$ cat config.mk
export PLATFORM = sky130hd
export DESIGN_NAME = pipe_io_ctrl
export DESIGN_NICKNAME = d
export VERILOG_FILES = /design/src/rtl/pipe_io_ctrl.sv
export SDC_FILE = /design/constraint.sdc
export NUM_CORES = 1
export LEC_CHECK = 0
export ABC_AREA = 1
export CAP_MARGIN = 10
export CORE_ASPECT_RATIO = 1.1
export CORE_MARGIN = 3
export CORE_UTILIZATION = 48
export DETAILED_ROUTE_END_ITERATION = 10
export GPL_TIMING_DRIVEN = 0
export MAX_ROUTING_LAYER = met4
export PLACE_DENSITY = 0.82
export SLEW_MARGIN = 20
export SYNTH_ARGS = -nofsm -noshare
export SYNTH_HDL_FRONTEND = slang
export SYNTH_SLANG_ARGS = --single-unit
$ cat constraint.sdc
create_clock -name clock -period 1.55 [get_ports clock]
set_clock_uncertainty 0.2 [all_clocks]
set_input_delay 0.31 -clock clock [delete_from_list [all_inputs] [get_ports clock]]
set_output_delay 0.31 -clock clock [all_outputs]
set_load 0.01 [all_outputs]
$ cat src/rtl/pipe_io_ctrl.sv
// Memory-mapped I/O block for the MEM stage: output latches, synchronised inputs,
// and (with PIPE_IO_IRQ_EN defined) input change flags with a level interrupt.
module pipe_io_ctrl #(
  parameter int unsigned NIN    = 2,
  parameter int unsigned NOUT   = 4,
  parameter int unsigned PW     = 32,
  parameter logic [3:0]  IO_TAG = 4'hC
) (
  input  logic                 clock,
  input  logic                 resetn,
  input  logic [31:0]          addr,
  input  logic [31:0]          wdata,
  input  logic                 we,
  input  logic                 re,
  output logic [31:0]          rdata,
  input  logic [NIN*PW-1:0]    in_port,
  output logic [NOUT*PW-1:0]   out_port,
  output logic                 irq
);

  logic                w_sel;
  logic                w_wr;
  logic [4:0]          w_off;
  logic [31:0]         w_rd_val;
  logic                w_unused;

  logic [NOUT*PW-1:0]  r_out;
  logic [NIN*PW-1:0]   r_sync1;
  logic [NIN*PW-1:0]   r_sync2;
  logic [31:0]         r_rdata;

  assign w_sel    = (addr[31:28] == IO_TAG);
  assign w_off    = addr[6:2];
  assign w_wr     = we & w_sel;
  assign w_unused = ^{addr[27:7], addr[1:0], wdata};

  assign out_port = r_out;
  assign rdata    = r_rdata;

  always_ff @(posedge clock or negedge resetn) begin
    if (!resetn) begin
      r_out <= '0;
    end else if (w_wr) begin
      for (int unsigned k = 0; k < NOUT; k++) begin
        if (w_off == 5'(k)) r_out[k*PW +: PW] <= wdata[PW-1:0];
      end
    end
  end

  always_ff @(posedge clock or negedge resetn) begin
    if (!resetn) begin
      r_sync1 <= '0;
      r_sync2 <= '0;
    end else begin
      r_sync1 <= in_port;
      r_sync2 <= r_sync1;
    end
  end

`ifdef PIPE_IO_IRQ_EN
  logic [NIN*PW-1:0]   r_prev;
  logic [NIN-1:0]      r_chg;
  logic [NIN-1:0]      r_ien;
  logic                r_irq;
  logic [NIN-1:0]      w_chg_set;
  logic [NIN-1:0]      w_chg_clr;

  always_comb begin
    w_chg_set = '0;
    for (int unsigned k = 0; k < NIN; k++) begin
      w_chg_set[k] = (r_sync2[k*PW +: PW] != r_prev[k*PW +: PW]);
    end
  end

  assign w_chg_clr = (w_wr && (w_off == 5'd16)) ? wdata[NIN-1:0] : '0;

  // Set is OR-ed after the clear mask so a coincident change is never lost.
  always_ff @(posedge clock or negedge resetn) begin
    if (!resetn) begin
      r_prev <= '0;
      r_chg  <= '0;
      r_ien  <= '0;
      r_irq  <= 1'b0;
    end else begin
      r_prev <= r_sync2;
      r_chg  <= (r_chg & ~w_chg_clr) | w_chg_set;
      r_irq  <= |(r_chg & r_ien);
      if (w_wr && (w_off == 5'd17)) r_ien <= wdata[NIN-1:0];
    end
  end

  assign irq = r_irq;
`else
  assign irq = 1'b0;
`endif

  always_comb begin
    w_rd_val = '0;
    for (int unsigned k = 0; k < NOUT; k++) begin
      if (w_off == 5'(k)) w_rd_val = 32'(r_out[k*PW +: PW]);
    end
    for (int unsigned k = 0; k < NIN; k++) begin
      if (w_off == 5'(8 + k)) w_rd_val = 32'(r_sync2[k*PW +: PW]);
    end
`ifdef PIPE_IO_IRQ_EN
    if (w_off == 5'd16) w_rd_val = 32'(r_chg);
    if (w_off == 5'd17) w_rd_val = 32'(r_ien);
`endif
    if (!w_sel) w_rd_val = '0;
  end

  always_ff @(posedge clock or negedge resetn) begin
    if (!resetn) begin
      r_rdata <= '0;
    end else if (re) begin
      r_rdata <= w_rd_val;
    end
  end

endmodule

==> flow_metrics.tcl <==
set metrics [dict create \
    overflow 0 \
    timing.fmax_mhz 585 \
    cp.arrival_ns 1.96 \
    cellPowerDensity_nw_per_um2 992 \
    final_cell_count_no_fill 1955 \
    yosysWarnings 0 \
    peakVddDrop_mv 0.894 \
    met2_length_mm 20.2 \
    wl_per_cell_um 21.9 \
    grt_pass1_vias 10700 \
    criticalPathCategory "reg2reg" \
    drive_gt1_share_pct 30.1 \
    cts.reportedPaths.clkPinSlew_ns 0.06 \
    synth_cell_types 21 \
    hold_path_depth 1 \
    drc 0 \
    worst_path_largest_cell_delay_ns 0.40 \
    syn_nets 1238 \
    synth-main-ff-cell "dfrtp_1" \
    timing.rr.end "rdata[11]" \
    min_period_ns 1.71 \
    wl_met1_mm 15.0 \
    die_h_um 164 \
    dieArea_um2 24500 \
    power_frac_comb_pct 8.7 \
    worstMarginPinSlew_ns 0.556 \
    rr_worst_depth 8 \
    first_iter_violations 1302 \
    highest_layer "met4" \
    area_growth_pct 56.6 \
    hold_viol 0 \
    synth.cell_area_um2 10900 \
    synthTopCellsByCount "325 x nand2_1, 288 x dfrtp_1, 90 x o21ai_0" \
    slew_headroom_pct 63.0 \
    grt_max_degree 107 \
    dr_wl_met3_mm 4.80 \
    cts_tree "done" \
    io_buffers 268 \
    yosysSeqAreaShare_pct 66.2 \
    min-delay-start "in_port[36]" \
    clock_latency_ns 0.56 \
    clockRootBuffer "clkbuf_16" \
    cts_buffer_depth 3 \
    crit_slowest_cell "dfrtp_1" \
    slew_violations 0 \
    dp_slack_ns -1.33 \
    swShare_pct 23.0 \
    rows 57 \
    antenna_found_initial 2 \
    cts_buffers 29 \
    ys_ff_latch 288 \
    num-fill-cells 1312 \
    final_nets 1767 \
    die_w_um 150 \
    power_switching_uw 3890 \
    worstPathCellList "buf_4 > buf_4 > nand3_1 > nand2_1 > a21oi_1 > nand3_1 > nand2_1 > nand2_1" \
    ioPinCount 293 \
    max_cap_viol_count 0 \
    grt_pass1_wl_mm 61.0 \
    synth_area_per_cell_um2 9.85 \
    synth_edf_count 0 \
    r2r_setup_slack_ns -0.16 \
    pwr-share-clk_pct 44.6 \
    hold_class "in2reg" \
    status "complete, but fails checks" \
    power_frac_seq_pct 46.7 \
    synth_area_leaders "dfrtp_1 66%, nand2_1 11%, o21ai_0 4.1%, o21ai_1 3.2%, nand3_1 3.1%" \
    intPower_uw 13000 \
    htreeDepth 1 \
    drt-pass1-iter-count 5 \
    synthArstFlopShare_pct 100 \
    synth_top_area_share_pct 66.2 \
    wl_mm 42.8 \
    setup.worst_path.end_class "flip-flop" \
    synthCells 1106 \
    grt_usage_pct 33.7 \
    crit_path_start_kind "flip-flop" \
    viasPerCell 5.67 \
    violations "negative setup slack" \
    finalWorstSetupSlack_ns -0.158 \
    cpMostUsedCell "nand2_1" \
    vias 11100 \
    ant_nets 0 \
    cts_sinks 288 \
    leakagePower_uw 0.00910 \
    start_util_pct 49.1 \
    timing.hold.ws_ns 0.00123 \
    synth_top_area_cell "dfrtp_1" \
    synth_most_common_cell "nand2_1" \
    setup_violations 163 \
    rsz0062_at_grt "true" \
    dp.cells 1672 \
    place.gp.congestion 0.958 \
    min_period_over_period_pct 110 \
    coreArea_um2 22200 \
    crit_path_max_fanout 2 \
    worstHoldEndpoint "r_sync1[36]" \
    worstReg2RegStart "out_port[43]" \
    hpwl_mm 25.1 \
    critPathRequiredTime_ns 1.80 \
]
==> how the worst max path moves through the flow <==
stage,start,endpoint,cells past startpoint
3_3_place_gp,resetn,r_sync1[50],1
3_5_place_dp,addr[6],rdata[27],10
5_1_grt,out_port[43],rdata[11],8
6_report,out_port[43],rdata[11],8
2_1_floorplan,addr[6],rdata[15],10
4_1_cts,out_port[51],out_port[51],1
==> what timing repair did <==
item	in CTS	in global routing
resized for setup	846	114
gates cloned	0	3
setup buffers	136	47
endpoints found under the hold margin	242	1
setup endpoints to repair	320	330
hold buffers	40	1
pin swaps	5	11
==> cell usage in the layout, fill, tap and decap left out, types with 64 or more instances in the layout <==
cell type / Yosys / routed
nand3_1: 67 / 64
buf_2: 12 / 89
dfrtp_1: 288 / 287
o21ai_1: 70 / 81
o21ai_0: 90 / 79
inv_1: 67 / 65
buf_4: 2 / 196
nand2_1: 325 / 322
clkdlybuf4s50_1: 0 / 100
buf_6: 4 / 96
==> cell families (layout without fill, tap and decap cells) <==
kind of cell | Yosys count | in the layout | share of synthesized area [%]
AND/OR/NAND/NOR | 478 | 479 | 18.8
buffers and inverters | 139 | 689 | 5.27
flip-flops | 288 | 288 | 66.2
other | 1 | 4 | 0.0344
AO/OA/AOI/OAI | 200 | 200 | 9.74
==> worst max-delay path: cells and delay by family, from the launching register on <==
family | cells | cell delay [ns]
compound gates | 1 | 0.24
flops | 1 | 0.40
simple gates | 5 | 0.47
buf+inv | 2 | 0.29
==> power groups by stage <==
stage | registers [uW] | logic [uW] | clock network [uW]
floorplan | 8060 | 282 | 0
CTS | 7890 | 1370 | 7480
detailed placement | 8040 | 1140 | 0
finish | 7900 | 1480 | 7540
global placement | 8050 | 1100 | 0
global route | 7920 | 1570 | 7840
==> through the flow <==
stage	total power (uW)	utilization [%]	area (um^2)	TNS, ns
final	16900	76.9	17100	-7.97
after global routing	17300	76.9	17100	-11.75
after CTS	16700	73.9	16400	-11.21
after detailed placement	9190	63.6	14100	-171.75
after global placement	9140	63.2	14000	-3580.84
after floorplan	8340	-	11000	-1.17
==> final cells by class <==
type	count	area, um^2	area share, %
well taps	295	369	2.16
clock inverters	14	204	1.20
flip-flops and latches	288	7210	42.3
diodes	3	7.51	0.0440
inverters	74	308	1.80
multi-input cells	680	3250	19.1
plain buffers	65	577	3.38
clock buffers	39	823	4.83
repair buffers	497	4310	25.2
==> registers in the layout, indices dropped and copies added (netlist names) <==
| name | count |
|---|---|
| r_sync2 | 64 |
| out_port | 128 |
| rdata | 32 |
| r_sync1 | 64 |
==> metal layers <==
metal | GRT usage (%) | up-vias
met3 | 7.56 | 214
li1 | - | 4664
met2 | 52.8 | 891
met4 | 18.9 | 0
met1 | 40.9 | 5310
met5 | - | -
(Power assumes the default switching activity.)
